$ cat config.mk
export PLATFORM = sky130hd
export DESIGN_NAME = fp16_tree_encoder
export DESIGN_NICKNAME = d
export VERILOG_FILES = /design/src/rtl/fp16_tree_encoder.sv
export SDC_FILE = /design/constraint.sdc
export NUM_CORES = 1
export LEC_CHECK = 0
export ABC_AREA = 1
export CAP_MARGIN = 20
export CELL_PAD_IN_SITES_DETAIL_PLACEMENT = 0
export CELL_PAD_IN_SITES_GLOBAL_PLACEMENT = 1
export CORE_MARGIN = 3
export CORE_UTILIZATION = 40
export DETAILED_ROUTE_END_ITERATION = 8
export GPL_ROUTABILITY_DRIVEN = 0
export PLACE_DENSITY_LB_ADDON = 0.1
export SLEW_MARGIN = 20
export SYNTH_ARGS = -nofsm -noshare
export SYNTH_HDL_FRONTEND = slang
export SYNTH_SLANG_ARGS = --single-unit
$ cat constraint.sdc
create_clock -name clk_i -period 14.9 [get_ports clk_i]
set_input_delay 3.725 -clock clk_i [delete_from_list [all_inputs] [get_ports clk_i]]
set_output_delay 3.725 -clock clk_i [all_outputs]
set_load 0.01 [all_outputs]
$ cat src/rtl/fp16_tree_encoder.sv
// fp16_tree_encoder: walks a complete binary decision tree of FP16 thresholds
// one level per clock and returns the reached leaf as a prototype index.
//
// Ports:
//   clk_i, rst_i          clock, asynchronous active-high reset
//   thr_we_i/addr_i/data_i  threshold register write (accepted in any state)
//   in_valid_i/in_ready_o   feature-vector handshake
//   in_feat_i             TreeDepth packed FP16 features, level l at [16l+15:16l]
//   out_valid_o/out_ready_i result handshake
//   out_idx_o             leaf index, decision bits with the root decision as MSB
//   busy_o                high while walking or holding a result
module fp16_tree_encoder #(
    parameter int unsigned TreeDepth = 4,
    parameter int unsigned NumNodes  = (1 << TreeDepth) - 1
) (
    input  logic                      clk_i,
    input  logic                      rst_i,
    input  logic                      thr_we_i,
    input  logic [TreeDepth-1:0]      thr_addr_i,
    input  logic [15:0]               thr_data_i,
    input  logic                      in_valid_i,
    output logic                      in_ready_o,
    input  logic [16*TreeDepth-1:0]   in_feat_i,
    output logic                      out_valid_o,
    input  logic                      out_ready_i,
    output logic [TreeDepth-1:0]      out_idx_o,
    output logic                      busy_o
);

    localparam int unsigned FeatW  = 16 * TreeDepth;
    localparam int unsigned NodeW  = TreeDepth + 1;
    localparam int unsigned LevelW = $clog2(TreeDepth + 1);

    typedef enum logic [1:0] {
        IDLE = 2'd0,
        WALK = 2'd1,
        DONE = 2'd2
    } state_t;

    state_t               state_q;
    state_t               state_d;
    logic [15:0]          thr_q [NumNodes];
    logic [FeatW-1:0]     feat_q;
    logic [TreeDepth-1:0] node_q;
    logic [LevelW-1:0]    level_q;
    logic [TreeDepth-1:0] idx_q;

    logic [15:0]          cur_feat;
    logic [15:0]          cur_thr;
    logic                 go_right;
    logic                 last_level;
    logic [NodeW-1:0]     child;
    logic [TreeDepth-1:0] leaf;

    // Sign-magnitude ordering: a > b strictly; +0 > -0, no NaN/Inf handling.
    function automatic logic fp16_gt(input logic [15:0] a, input logic [15:0] b);
        logic gt;
        if (a[15] != b[15]) begin
            gt = b[15];
        end else if (!a[15]) begin
            gt = a[14:0] > b[14:0];
        end else begin
            gt = a[14:0] < b[14:0];
        end
        return gt;
    endfunction

    // Current-level compare and child selection (reads pre-write threshold value).
    always_comb begin
        cur_feat   = feat_q[16*32'(level_q) +: 16];
        cur_thr    = thr_q[node_q];
        go_right   = fp16_gt(cur_feat, cur_thr);
        last_level = (level_q == LevelW'(TreeDepth - 1));
        child      = {node_q, 1'b0} + NodeW'(1) + NodeW'(go_right);
        leaf       = TreeDepth'(child - NodeW'(NumNodes));
    end

    // State register.
    always_ff @(posedge clk_i or posedge rst_i) begin
        if (rst_i) begin
            state_q <= IDLE;
        end else begin
            state_q <= state_d;
        end
    end

    // Next-state logic.
    always_comb begin
        state_d = state_q;
        case (state_q)
            IDLE: if (in_valid_i) state_d = WALK;
            WALK: if (last_level) state_d = DONE;
            DONE: if (out_ready_i) state_d = IDLE;
            default: state_d = IDLE;
        endcase
    end

    // Feature capture, tree walk and result register.
    always_ff @(posedge clk_i or posedge rst_i) begin
        if (rst_i) begin
            feat_q  <= '0;
            node_q  <= '0;
            level_q <= '0;
            idx_q   <= '0;
        end else begin
            case (state_q)
                IDLE: begin
                    if (in_valid_i) begin
                        feat_q  <= in_feat_i;
                        node_q  <= '0;
                        level_q <= '0;
                    end
                end
                WALK: begin
                    node_q  <= child[TreeDepth-1:0];
                    level_q <= level_q + LevelW'(1);
                    if (last_level) begin
                        idx_q <= leaf;
                    end
                end
                default: ;
            endcase
        end
    end

    // Threshold registers; the out-of-range address NumNodes is dropped.
    always_ff @(posedge clk_i or posedge rst_i) begin
        if (rst_i) begin
            for (int i = 0; i < int'(NumNodes); i++) begin
                thr_q[i] <= 16'h0000;
            end
        end else if (thr_we_i && (32'(thr_addr_i) < NumNodes)) begin
            thr_q[thr_addr_i] <= thr_data_i;
        end
    end

    assign in_ready_o  = (state_q == IDLE);
    assign out_valid_o = (state_q == DONE);
    assign busy_o      = (state_q != IDLE);
    assign out_idx_o   = idx_q;

endmodule

==> results by group <==
Logic synthesis
  • Seq/Total Area, Yosys: 54.57%
  • Synthesized area: about 0.015 sq mm
  • Synth warn: 0
  • Syn Area/Cell: around 8.7 sq um
  • Cells after Synth: 1,669
  • Synthesized Nets: between 1,500 and 2,000
  • Register bit total from synthesis: ~320
  • Distinct cells, synth: 25

Detailed routing
  • Drt pass-1 iters: 5
  • Vias per cell: 5.381
  • Average routed wire per standard cell: just under 20 microns
  • DRC: 0
  • Routed Wire Length: between 40 and 50 mm
  • Vias: between 10,000 and 15,000
  • Residual antenna-violating net count after detailed routing: 0
  • 1st-iter DRT viols: a little over 800

Floorplan
  • Die Span X: between 150 and 200 microns
  • # rows: a little under 70
  • Io pins: 96
  • Die area: a little under 0.04 sq mm
  • Starting density of the core: ~41%
  • Die Y-Extent: around 200 microns
  • Core area: roughly 0.036 sq mm

Clock network
  • Clock Tree Buf Depth: 3
  • CTS tree: done
  • H-Tree Depth: 2
  • Post-CTS sizing: 0
  • # clock sinks: ~320
  • Clk Latency, worst-skew pair: between 500 and 600 ps
  • Clock Root Buffer: clkbuf_16
  • CTS Buf Count: 37
  • Post-CTS setup buffer count: 0
  • Worst-path clk slew: about 50 ps
  • CTS Hold Bufs: 0

STA
  • Crit path time final: 6064 ps
  • Max Fclk: between 150 and 200 MHz
  • Final setup viols: 0
  • Final Hold Viols: 0
  • Slew Viols, Final: 0
  • Slew HR: around 30%
  • Post-Route Setup TNS: 0 ps
  • Final WS setup: ~8800 ps
  • Worst hold slack: 476.8 ps
  • Worst-Margin Slew: 1057 ps
  • RSZ-0062 raised after global routing: no
  • Final period util: between 40% and 50%
  • Clk_skew: roughly 10 ps

Worst hold path
  • Hold path endpoint: thr_q[40]$_DFFE_PP0P_
  • HP Start: thr_q[40]$_DFFE_PP0P_
  • Worst hold path depth: 2
  • Worst Hold Class: reg -> reg

Placed design
  • DP Area: 0.01574 sq mm
  • Hpwl dp: roughly 25 mm
  • Pre-CTS setup slack: between 8000 and 9000 ps
  • Port buffer count: 95
  • Post-Place Cells: about 2,100

Worst setup path
  • Critical Path Start: rst_i
  • Setup crit start kind: primary input
  • Slowest stage cell, crit path: buf_4
  • R2r setup slk: around 9900 ps
  • Crit path max fanout: approximately 110
  • Crit path kind: in -> async
  • Worst endpoint required time: roughly 15,000 ps
  • CP Capture Type: asynchronous set/reset pin
  • Worst-path cell chain: clkdlybuf4s50_1 > inv_8 > buf_4 > buf_4
  • RR Startpoint: node_q[0]$_DFFE_PP0P_
  • Most frequent CP cell: buf_4
  • Sum of buffers and inverters on the critical path: 4
  • Reg2Reg Depth: 28
  • End of the worst register-to-register path: out_idx_o[3]$_DFFE_PP0P_
  • Max stage delay on crit path: around 860 ps
  • Critical Path AT: 6570 ps
  • Critical path's top delay family: buffers and inverters

Cells and area
  • Antenna cells: 0
  • Area growth, synth to finish: 16.40%
  • Fillers: about 3,500
  • Commonest non-fill, non-tap cell in the layout: o21ai_0
  • Share of layout cells above drive strength 1: approximately 9%
  • Most frequent cells in the layout: o21ai_0, nand2_1, dfrtp_1
  • # nets final: roughly 1,800
  • Fin cells: 2,181
  • Final instance area: roughly 0.017 sq mm

Global route
  • First-pass GRT wire length: 67.90 mm
  • Initial antenna violation count: 1
  • Number of global-route vias before repair: 11,330
  • GRT overflow: 0
  • GR Util All Layers: 22.43%
  • Pin count of the biggest net entering global routing: 110

Power and ir drop
  • Peak supply drop: approximately 84 uV
  • LEAKAGE: around 7.7 nW
  • Pwr Density: approximately 210 mW/mm^2

Run status
  • Outcome: complete, no violations

Flow run
  • MaxCap Viol Count: 0
==> sequential cells by signal, indices dropped and copies added (netlist names) <==
name	count
level_q	3
thr_q	240
node_q	4
state_q	2
feat_q	64
out_idx_o	4
==> synthesized netlist by cell type, drive strengths merged <==
library cell / n / share of area [%]
dfrtp: 317 / 55
buf: 22 / 0.81
nand2: 347 / 9.0
o21ai: 407 / 14
mux2: 64 / 5.0
o22ai: 23 / 0.99
a21oi: 22 / 0.76
inv: 74 / 1.9
nand3: 30 / 1.0
nand4: 2 / 0.086
ha: 19 / 1.6
nor2: 190 / 4.9
o221ai: 27 / 1.6
or2: 1 / 0.043
clkinv: 1 / 0.026
clkbuf: 105 / 2.7
o31ai: 1 / 0.052
o211ai: 17 / 0.88
==> worst max-delay path by stage <==
stage | slack, ps | cells past startpoint | endpoint
global route | 8420 | 4 | thr_q[41]$_DFFE_PP0P_
global placement | 8110 | 4 | thr_q[38]$_DFFE_PP0P_
detailed placement | 8120 | 4 | thr_q[100]$_DFFE_PP0P_
floorplan | 2400 | 1 | feat_q[0]$_DFFE_PP0P_
finish | 8840 | 4 | thr_q[41]$_DFFE_PP0P_
CTS | 8670 | 4 | thr_q[22]$_DFFE_PP0P_
==> per-layer routing <==
layer | up-vias | GRT usage [%] | part of all wire, %
li1 | 5644 | - | -
met1 | 5742 | 32.45 | 47
met2 | 288 | 36.35 | 47
met3 | 60 | 2.769 | 4.6
met4 | 2 | 5.306 | 1.8
met5 | - | 0 | 0.030
==> cell type report <==
class	count	area [sq um]	share of cell area, %
clock inverters	7	66.31	0.3919
flip-flops and latches	317	7936	46.91
inverters	75	290.3	1.716
well taps	461	576.8	3.409
repair buffers	118	1124	6.641
multi-input cells	1150	5828	34.44
clock buffers	53	1099	6.493
==> worst register-to-register path, delay by kind of cell, from the launching register on <==
kind                     cells  cell delay [ps]
AO/OA/AOI/OAI                5              970
adder cells (fa/ha/maj)      2              430
buffers and inverters        6             1450
flip-flops                   1              630
AND/OR/NAND/NOR             15             1370
==> where the power goes <==
group          internal [mW]  switching [mW]
Clock                  0.526           0.350
Combinational          0.500           0.856
Sequential              1.10           0.143
==> per-stage QoR <==
step	util (%)	power (mW)
finish	47.45	3.478
detailed placement	44.15	2.617
floorplan	-	2.192
CTS	47.42	3.510
global route	47.45	3.755
global placement	44.15	2.597
==> cells by family (layout without fill, tap and decap cells) <==
family,count (synthesis),after routing,synth area share [%]
and+or+nand+nor,570,570,15.06
AOI/OAI and AO/OA,497,497,18.32
adders and majority gates,19,19,1.635
muxes,64,64,4.958
DFF,317,317,54.57
buffers and inverters,202,253,5.457
Power figures use the tool's default switching activity.
